$ cat config.mk
export PLATFORM = sky130hd
export DESIGN_NAME = clock_divider_multi
export DESIGN_NICKNAME = d
export VERILOG_FILES = /design/src/rtl/clock_divider_pkg.sv /design/src/rtl/clock_divider_ch.sv /design/src/rtl/clock_divider_multi.sv
export SDC_FILE = /design/constraint.sdc
export NUM_CORES = 2
export LEC_CHECK = 0
export CAP_MARGIN = 20
export CORE_MARGIN = 2
export CORE_UTILIZATION = 55
export CTS_BUF_LIST = sky130_fd_sc_hd__clkbuf_8
export DETAILED_ROUTE_END_ITERATION = 8
export HOLD_SLACK_MARGIN = 0.1
export PLACE_DENSITY = 0.7
export REMOVE_ABC_BUFFERS = 1
export SLEW_MARGIN = 20
export SYNTH_ARGS = -nofsm -noshare
export SYNTH_HDL_FRONTEND = slang
export SYNTH_SLANG_ARGS = --single-unit
$ cat constraint.sdc
create_clock -name clk -period 20 [get_ports clk]
set_input_delay 2 -clock clk [delete_from_list [all_inputs] [get_ports clk]]
set_output_delay 2 -clock clk [all_outputs]
set_load 0.01 [all_outputs]
$ cat src/rtl/clock_divider_pkg.sv
// rtl/clock_divider_pkg.sv - shared constants for the multi-channel clock divider
// Clamp floor, 50%-duty code and default build parameters.
package clock_divider_pkg;

  localparam int CDM_MIN_DIV           = 2;
  localparam int CDM_DUTY_HALF         = 0;
  localparam int CDM_DEFAULT_NUM_CH    = 4;
  localparam int CDM_DEFAULT_CH_IDX_W  = 2;
  localparam int CDM_DEFAULT_DIV_WIDTH = 24;
  localparam int CDM_DEFAULT_DIV       = 12000000;

endpackage

$ cat src/rtl/clock_divider_ch.sv
// rtl/clock_divider_ch.sv - one divider channel: counter, shadow config, clamp, boundary apply
// Optional sync input present only with CLOCK_DIVIDER_MULTI_SYNC_EN.
module clock_divider_ch
  import clock_divider_pkg::*;
#(
  parameter int DIV_WIDTH   = CDM_DEFAULT_DIV_WIDTH,
  parameter int DEFAULT_DIV = CDM_DEFAULT_DIV
) (
  input  logic                 clk,
  input  logic                 rst,
  input  logic                 en,
`ifdef CLOCK_DIVIDER_MULTI_SYNC_EN
  input  logic                 sync,
`endif
  input  logic                 cfg_we,
  input  logic [DIV_WIDTH-1:0] cfg_div,
  input  logic [DIV_WIDTH-1:0] cfg_high,
  output logic                 div_out,
  output logic                 tick,
  output logic                 pending
);

  localparam logic [DIV_WIDTH-1:0] ONE      = DIV_WIDTH'(1);
  localparam logic [DIV_WIDTH-1:0] RST_DEFF = (DEFAULT_DIV < CDM_MIN_DIV) ?
                                              DIV_WIDTH'(CDM_MIN_DIV) : DIV_WIDTH'(DEFAULT_DIV);

  function automatic logic [DIV_WIDTH-1:0] f_d_eff(input logic [DIV_WIDTH-1:0] d);
    return (d < DIV_WIDTH'(CDM_MIN_DIV)) ? DIV_WIDTH'(CDM_MIN_DIV) : d;
  endfunction

  function automatic logic [DIV_WIDTH-1:0] f_h_eff(input logic [DIV_WIDTH-1:0] d_eff,
                                                   input logic [DIV_WIDTH-1:0] h);
    if (h == DIV_WIDTH'(CDM_DUTY_HALF)) return d_eff >> 1;
    return (h > d_eff - ONE) ? d_eff - ONE : h;
  endfunction

  logic [DIV_WIDTH-1:0] r_d_act, r_h_act, r_sh_div, r_sh_high, r_cnt;
  logic                 r_div_out, r_tick, r_pending;

  logic [DIV_WIDTH-1:0] w_d_eff, w_h_eff, w_d_use, w_h_use, w_cnt_nxt;
  logic                 w_at_end, w_apply, w_sync, w_div_nxt, w_tick_nxt;

`ifdef CLOCK_DIVIDER_MULTI_SYNC_EN
  assign w_sync = sync;
`else
  assign w_sync = 1'b0;
`endif

  assign w_d_eff  = f_d_eff(r_d_act);
  assign w_h_eff  = f_h_eff(w_d_eff, r_h_act);
  assign w_at_end = (r_cnt >= w_d_eff - ONE);
  // New values only ever take effect on a period boundary (or a forced sync).
  assign w_apply  = r_pending & (w_at_end | w_sync);
  assign w_d_use  = w_apply ? f_d_eff(r_sh_div) : w_d_eff;
  assign w_h_use  = w_apply ? f_h_eff(w_d_use, r_sh_high) : w_h_eff;

  always_comb begin
    w_cnt_nxt  = w_d_use - ONE;
    w_div_nxt  = 1'b0;
    w_tick_nxt = 1'b0;
    if (en && !w_sync) begin
      w_cnt_nxt  = w_at_end ? '0 : r_cnt + ONE;
      w_div_nxt  = (w_cnt_nxt < w_h_use);
      w_tick_nxt = (w_cnt_nxt == w_d_use - ONE);
    end
  end

  always_ff @(posedge clk or posedge rst) begin
    if (rst) begin
      r_d_act   <= DIV_WIDTH'(DEFAULT_DIV);
      r_h_act   <= '0;
      r_sh_div  <= '0;
      r_sh_high <= '0;
      r_cnt     <= RST_DEFF - ONE;
      r_div_out <= 1'b0;
      r_tick    <= 1'b0;
      r_pending <= 1'b0;
    end else begin
      r_cnt     <= w_cnt_nxt;
      r_div_out <= w_div_nxt;
      r_tick    <= w_tick_nxt;
      if (w_apply) begin
        r_d_act <= r_sh_div;
        r_h_act <= r_sh_high;
      end
      if (cfg_we) begin
        r_sh_div  <= cfg_div;
        r_sh_high <= cfg_high;
        r_pending <= 1'b1;
      end else if (w_apply) begin
        r_pending <= 1'b0;
      end
    end
  end

  assign div_out = r_div_out;
  assign tick    = r_tick;
  assign pending = r_pending;

endmodule

$ cat src/rtl/clock_divider_multi.sv
// rtl/clock_divider_multi.sv - N-channel programmable clock-enable/divider with boundary-safe reconfig
// Define CLOCK_DIVIDER_MULTI_SYNC_EN to add the sync_req/sync_busy phase-alignment port pair.
module clock_divider_multi
  import clock_divider_pkg::*;
#(
  parameter int NUM_CH      = CDM_DEFAULT_NUM_CH,
  parameter int CH_IDX_W    = CDM_DEFAULT_CH_IDX_W,
  parameter int DIV_WIDTH   = CDM_DEFAULT_DIV_WIDTH,
  parameter int DEFAULT_DIV = CDM_DEFAULT_DIV
) (
  input  logic                 clk,
  input  logic                 rst,
  input  logic [NUM_CH-1:0]    en,
  input  logic                 cfg_valid,
  output logic                 cfg_ready,
  input  logic [CH_IDX_W-1:0]  cfg_ch,
  input  logic [DIV_WIDTH-1:0] cfg_div,
  input  logic [DIV_WIDTH-1:0] cfg_high,
`ifdef CLOCK_DIVIDER_MULTI_SYNC_EN
  input  logic                 sync_req,
  output logic                 sync_busy,
`endif
  output logic [NUM_CH-1:0]    div_out,
  output logic [NUM_CH-1:0]    tick,
  output logic [NUM_CH-1:0]    pending
);

  logic [31:0]       w_ch_ext;
  logic [NUM_CH-1:0] w_sel;
  logic [NUM_CH-1:0] w_we;

  assign w_ch_ext = 32'(cfg_ch);
  // An out-of-range channel selects nothing, so it reads as ready and the write is dropped.
  assign cfg_ready = ~|(w_sel & pending);

`ifdef CLOCK_DIVIDER_MULTI_SYNC_EN
  assign sync_busy = sync_req;
`endif

  for (genvar g = 0; g < NUM_CH; g++) begin : g_ch
    assign w_sel[g] = (w_ch_ext == 32'(g));
    assign w_we[g]  = cfg_valid & w_sel[g] & ~pending[g];

    clock_divider_ch #(
      .DIV_WIDTH  (DIV_WIDTH),
      .DEFAULT_DIV(DEFAULT_DIV)
    ) u_ch (
      .clk     (clk),
      .rst     (rst),
      .en      (en[g]),
`ifdef CLOCK_DIVIDER_MULTI_SYNC_EN
      .sync    (sync_req),
`endif
      .cfg_we  (w_we[g]),
      .cfg_div (cfg_div),
      .cfg_high(cfg_high),
      .div_out (div_out[g]),
      .tick    (tick[g]),
      .pending (pending[g])
    );
  end

endmodule

; After elaboration in Yosys (flattened, before gate mapping)
; Index checks and enable logic that the tools add are counted.
[word_totals]
ff_bits = 492
latchBits = 0
mem_bits_rw = 0
mem_bits_ro = 0
in_bits = 57
elab_cells = 179
mem_count = 0
[classes]
addsub = 12
n_mul = 0
n_div = 0
order_cmp = 24
n_eq_ne = 7
n_shift = 0
n_mux = 72
bitwise_logic = 17
reduce_logical = 15
[ops]
columns = operator, n
row1 = two-way mux 24 bit, 48
row2 = > comparator 24 bit, 8
row3 = zero test 24 bit, 8
row4 = less-than comparator 24 x 2 -> 1 bit (second input constant), 8
row5 = subtractor 24 x 1 -> 24 bit (second input constant), 8
row6 = adder 24 x 1 -> 24 bit (second input constant), 4
row7 = == test 24 bit, 4
row8 = greater-or-equal comparator 24 bit, 4
row9 = less-than comparator 24 bit, 4
row10 = zero test 32 bit, 1
row11 = two-way mux 1 bit, 24
row12 = AND 1 bit, 12
row13 = nonzero test 2 bit, 4
row14 = AND 4 bit, 1
row15 = == test 2 bit (second input constant), 2
row16 = inverter 1 bit, 4
row17 = OR reduction 4 bit, 1
row18 = == test 2 x 1 -> 1 bit (second input constant), 1
row19 = zero test 1 bit, 1

; Depth between registers and ports, before layout
[logic_depth]
ltp_word = 13
ltp_mapped = 51

; Cells and area by module
; A second synthesis with hierarchy kept.
[hier_totals]
hier_cells = 4992
area_unflattened_um2 = 41703.7
[modules_own_cells]
columns = module, n_inst, cells_per_inst, area_per_inst_um2, seq_area_each_um2
row1 = clock_divider_ch at g_ch[1].u_ch, 1, 1254, 10527.6, 3111.7
row2 = clock_divider_ch at g_ch[0].u_ch, 1, 1248, 10393.7, 3111.7
row3 = clock_divider_ch at g_ch[3].u_ch, 1, 1236, 10372.4, 3111.7
row4 = clock_divider_ch at g_ch[2].u_ch, 1, 1247, 10346.2, 3111.7
row5 = clock_divider_multi, 1, 7, 63.8, 0.0

; Worst setup path before layout
; No wires, ideal clock.
[synth_timing]
path_kind = register to register
from = register g_ch[0].u_ch.r_d_act[6]
to = register g_ch[0].u_ch.r_div_out
setup_time_ps = 67
arrival_ps = 10132
required_ps = 19933
path_slack_ps = 9801
path_stages_with_launch = 48
path_buffers = 3
synth_period_minus_slack_ps = 10199
cell_sequence = dfrtp_1 buf_2 or4_1 or4_1 nor3_1 nand2b_1 ha_1 nor3b_1 nand2_1 nor2_1 xnor2_1 ha_1 a2111oi_0 o21ai_0 a311oi_1 nor2_1 a211o_1 a21oi_1 [... 12 more ...] o22ai_1 clkbuf_1 mux2_2 o21ai_0 o21ai_0 ha_1 a21o_1 a21o_1 a21o_1 a21o_1 a21o_1 a21o_1 a21oi_1 o31ai_1 a21o_1 a211oi_1 o311ai_0 nand2_1
[synth_via]
elab_chain_len = 13
elab_cells_between_ends = 19
classes_between = add/sub: 2 / order compare: 5 / mux: 11 / bitwise: 1
[synth_lines]
columns = element, line
row1 = from (decl), clock_divider_ch.sv:37  ; logic [DIV_WIDTH-1:0] r_d_act, r_h_act, r_sh_div, r_sh_high, r_cnt;
row2 = from (signal assigned), clock_divider_ch.sv:70  ; r_d_act <= DIV_WIDTH'(DEFAULT_DIV);
row3 = from (signal assigned), clock_divider_ch.sv:83  ; r_d_act <= r_sh_div;
row4 = less-than comparator 24 x 2 -> 1 bit, clock_divider_ch.sv:28  ; return (d < DIV_WIDTH'(CDM_MIN_DIV)) ? DIV_WIDTH'(CDM_MIN_DIV) : d;
row5 = two-way mux 24 bit (*), clock_divider_ch.sv:28
row6 = subtractor 24 x 1 -> 24 bit, "clock_divider_ch.sv:34, clock_divider_ch.sv:51"
row7 = greater-or-equal comparator 24 bit, clock_divider_ch.sv:51  ; assign w_at_end = (r_cnt >= w_d_eff - ONE);
row8 = AND 1 bit, clock_divider_ch.sv:53  ; assign w_apply = r_pending & (w_at_end | w_sync);
row9 = two-way mux 24 bit, clock_divider_ch.sv:54  ; assign w_d_use = w_apply ? f_d_eff(r_sh_div) : w_d_eff;
row10 = subtractor 24 x 1 -> 24 bit, clock_divider_ch.sv:34  ; return (h > d_eff - ONE) ? d_eff - ONE : h;
row11 = > comparator 24 bit, clock_divider_ch.sv:34
row12 = two-way mux 24 bit (2 in a row), clock_divider_ch.sv:34
row13 = two-way mux 24 bit, clock_divider_ch.sv:55  ; assign w_h_use = w_apply ? f_h_eff(w_d_use, r_sh_high) : w_h_eff;
row14 = less-than comparator 24 bit (*), clock_divider_ch.sv:63  ; w_div_nxt = (w_cnt_nxt < w_h_use);
row15 = two-way mux 1 bit (*), clock_divider_ch.sv:61  ; if (en && !w_sync) begin
row16 = named net g_ch[0].u_ch.w_div_nxt, clock_divider_ch.sv:41  ; logic w_at_end, w_apply, w_sync, w_div_nxt, w_tick_nxt;
row17 = to (signal assigned), clock_divider_ch.sv:80  ; r_div_out <= w_div_nxt;
row18 = to (decl), clock_divider_ch.sv:38  ; logic r_div_out, r_tick, r_pending;
; Mark *: on every way through the listed nets, which the timed path passes. The rest lies on a longest branch. The select of a mux whose other input is x is not followed.
; A chain may end at the register's enable or synchronous reset.

; Final worst setup path
; Same ends and word-level chain as after synthesis.

==> results_dict.tcl <==
set metrics [dict create \
    outcome "finished, final reports clean" \
    ant_nets 0 \
    rsz0062_at_grt "no" \
    grt_max_degree 167 \
    regArea_um2 12450 \
    htreeDepth 3 \
    critPathRequiredTime_ns 20.66 \
    drtPass1Iterations 8 \
    crit_fanout 61 \
    tightest_slew_ns 1.175 \
    min_from "g_ch[0].u_ch.r_d_act[8]" \
    clk_latency_ns 0.73 \
    multi_input_area_um2 27200 \
    die-area_um2 77430 \
    period_share 0.6318 \
    cts_buffers 92 \
    drv_slew 0 \
    dp_cells 5805 \
    crit_buf_inv 3 \
    startpoint_type "flop" \
    drc 0 \
    routed_via_density 6.444 \
    antenna_found_initial 7 \
    rr_startpoint "g_ch[0].u_ch.r_d_act[6]" \
    cap_violations 0 \
    skew_ns 0.03085 \
    placementRows 100 \
    io_pins 70 \
    grt_pass1_vias 37054 \
    drive_gt1_frac 0.1307 \
    drtIter0Drc 3806 \
    n_fill_cell 6826 \
    cts-hold-fix-buffers 0 \
    cp_slowest_cell "nor3_1" \
    dpl_cell_area_um2 42760 \
    fin_setup_tns_ns 0 \
    postSynthCellCount 4974 \
    wirelength_um 154000 \
    syn2layout_area_growth_pct 8.253 \
    grt-ovfl-total 0 \
    rrSetupSlack_ns 7.36 \
    crit_end "g_ch[0].u_ch.div_out" \
    path_delay_family "simple AND/OR/NAND/NOR gates" \
    r2r-end "g_ch[0].u_ch.div_out" \
    end_kind "flop" \
    ys_types 99 \
    path_depth 41 \
    grt_first_pass_wirelength_um 232200 \
    vias 38524 \
    crit_type "reg2reg" \
    hp-class "reg2reg" \
    setup_violations 0 \
    fp.coreArea_um2 74450 \
    synthArstFlopShare 1.000 \
    numPortBuffers 69 \
    final_cells 5978 \
    max_freq_mhz 79.14 \
    post_cts_buffers 0 \
    yosysWarnings 0 \
    r2r_cells 41 \
    initial_core_util 0.5557 \
    cts.path.max_buffers 3 \
    die_height_um 278.3 \
    synth_ff_type "dfrtp_1" \
    ys_seq_area_frac 0.3009 \
    synthesis.area_um2 41370 \
    routedWlPerCell_um 25.76 \
    ys_ff_latch 492 \
    hpwl_um 116800 \
    place_congestion 0.9971 \
    post_synth.cell_area_avg_um2 8.318 \
    die_w_um 278.3 \
    crit_top_cell "a21o_1" \
    hold_violations 0 \
    track_usage 0.3937 \
    slew_headroom 0.2139 \
    cts_root_buffer "clkbuf_8" \
    slowest_delay_ns 0.73 \
    cts_tree "done" \
    clk_pin_slew_ns 0.06 \
    clock_sinks 492 \
    cp-startpoint "g_ch[0].u_ch.r_d_act[6]" \
    arrival_ns 13.29 \
    nNetsFinal 5359 \
    cts_resized 0 \
    fin_area_um2 44790 \
    synth_edf_count 0 \
    min_period_ns 12.64 \
]
-- worst reg2reg max path: cells and delay by family, from the launching register on --
kind | cells | cell delay (ns)
AND/OR/NAND/NOR | 13 | 4.59
AO/OA/AOI/OAI | 17 | 3.58
buffers and inverters | 3 | 1.27
adder cells (fa/ha/maj) | 4 | 1.26
XOR/XNOR | 2 | 0.71
multiplexers | 2 | 0.67
flip-flops | 1 | 0.48
-- cell usage after synthesis (47+ instances only) --
cell type,count,share of area
nand2_1,779,0.071
o21ai_0,447,0.054
dfrtp_1,384,0.23
ha_1,372,0.11
nor2_1,324,0.029
mux2_2,241,0.066
a21oi_1,220,0.027
clkbuf_1,209,0.019
inv_1,199,0.018
xor2_1,156,0.033
xnor2_1,148,0.031
nor3_1,119,0.014
mux2i_1,117,0.028
dfstp_2,108,0.069
nor4_1,96,0.015
nand4_1,95,0.014
a21o_1,93,0.017
nand3_1,89,0.011
o211ai_1,70,0.013
or3_1,61,0.0092
a211oi_1,51,0.0093
nor2b_1,48,0.0073
and3_1,47,0.0071
-- placed cells by master (no fill, tap or decap), drive strengths merged, types with 124 or more instances in the layout --
| cell | synthesis | final |
|---|---|---|
| nand2 | 779 | 779 |
| mux2 | 241 | 241 |
| o21ai | 452 | 452 |
| dfrtp | 384 | 384 |
| xor2 | 156 | 156 |
| nor2 | 326 | 326 |
| xnor2 | 151 | 151 |
| clkbuf | 211 | 124 |
| ha | 372 | 372 |
| a21oi | 220 | 220 |
| inv | 199 | 218 |
-- cell families after synthesis --
logic type	share of synthesized area
and+or+nand+nor	0.2104
AOI/OAI and AO/OA	0.1675
DFF	0.3009
buffers and inverters	0.04521
adders and majority gates	0.1135
muxes	0.09511
xor gates and xnor gates	0.06744
-- per-layer routing --
layer | routed length, um | global-route usage | vias up
li1 | - | - | 17725
met1 | 61700 | 0.5030 | 18470
met2 | 68310 | 0.6144 | 1814
met3 | 13030 | 0.07748 | 513
met4 | 10870 | 0.2424 | 2
met5 | 92 | 0.008755 | -
-- metrics by stage --
stage               hold slack, ns  utilization  setup slack [ns]
global route                0.5236       0.6015             6.721
floorplan                   0.4551            -             4.446
CTS                         0.4960       0.6014             7.671
detailed placement          0.4859       0.5744             7.743
finish                      0.4951       0.6016             7.363
global placement            0.4811       0.5744             7.646
-- worst min-delay path by stage --
stage | endpoint | slack [ns] | cells after the start
CTS | g_ch[2].u_ch.r_d_act[9] | 0.50 | 2
detailed placement | g_ch[2].u_ch.r_d_act[9] | 0.49 | 2
floorplan | g_ch[2].u_ch.r_d_act[9] | 0.46 | 2
global route | g_ch[2].u_ch.r_d_act[9] | 0.52 | 2
global placement | g_ch[0].u_ch.r_d_act[9] | 0.48 | 2
finish | g_ch[0].u_ch.r_d_act[8] | 0.50 | 2
-- final cells by class --
type,count,share of cell area
Clock inverter,44,0.006789
Timing Repair Buffer,128,0.02559
Antenna cell,5,0.0002794
Clock buffer,124,0.03811
Multi-Input combinational cell,4016,0.6073
Inverter,200,0.01693
Tap cell,969,0.02707
Sequential cell,492,0.2779
-- flip-flops by register name (all words and copies together), names as in the netlist --
signal / flops
g_ch.u_ch.tick: 4
g_ch.u_ch.r_h_act: 96
g_ch.u_ch.r_sh_div: 96
g_ch.u_ch.r_cnt: 96
g_ch.u_ch.r_sh_high: 96
g_ch.u_ch.pending: 4
g_ch.u_ch.div_out: 4
g_ch.u_ch.r_d_act: 96
Power is not shown: default switching activity piles up to over one toggle a cycle in this logic, so the estimate is an artifact.
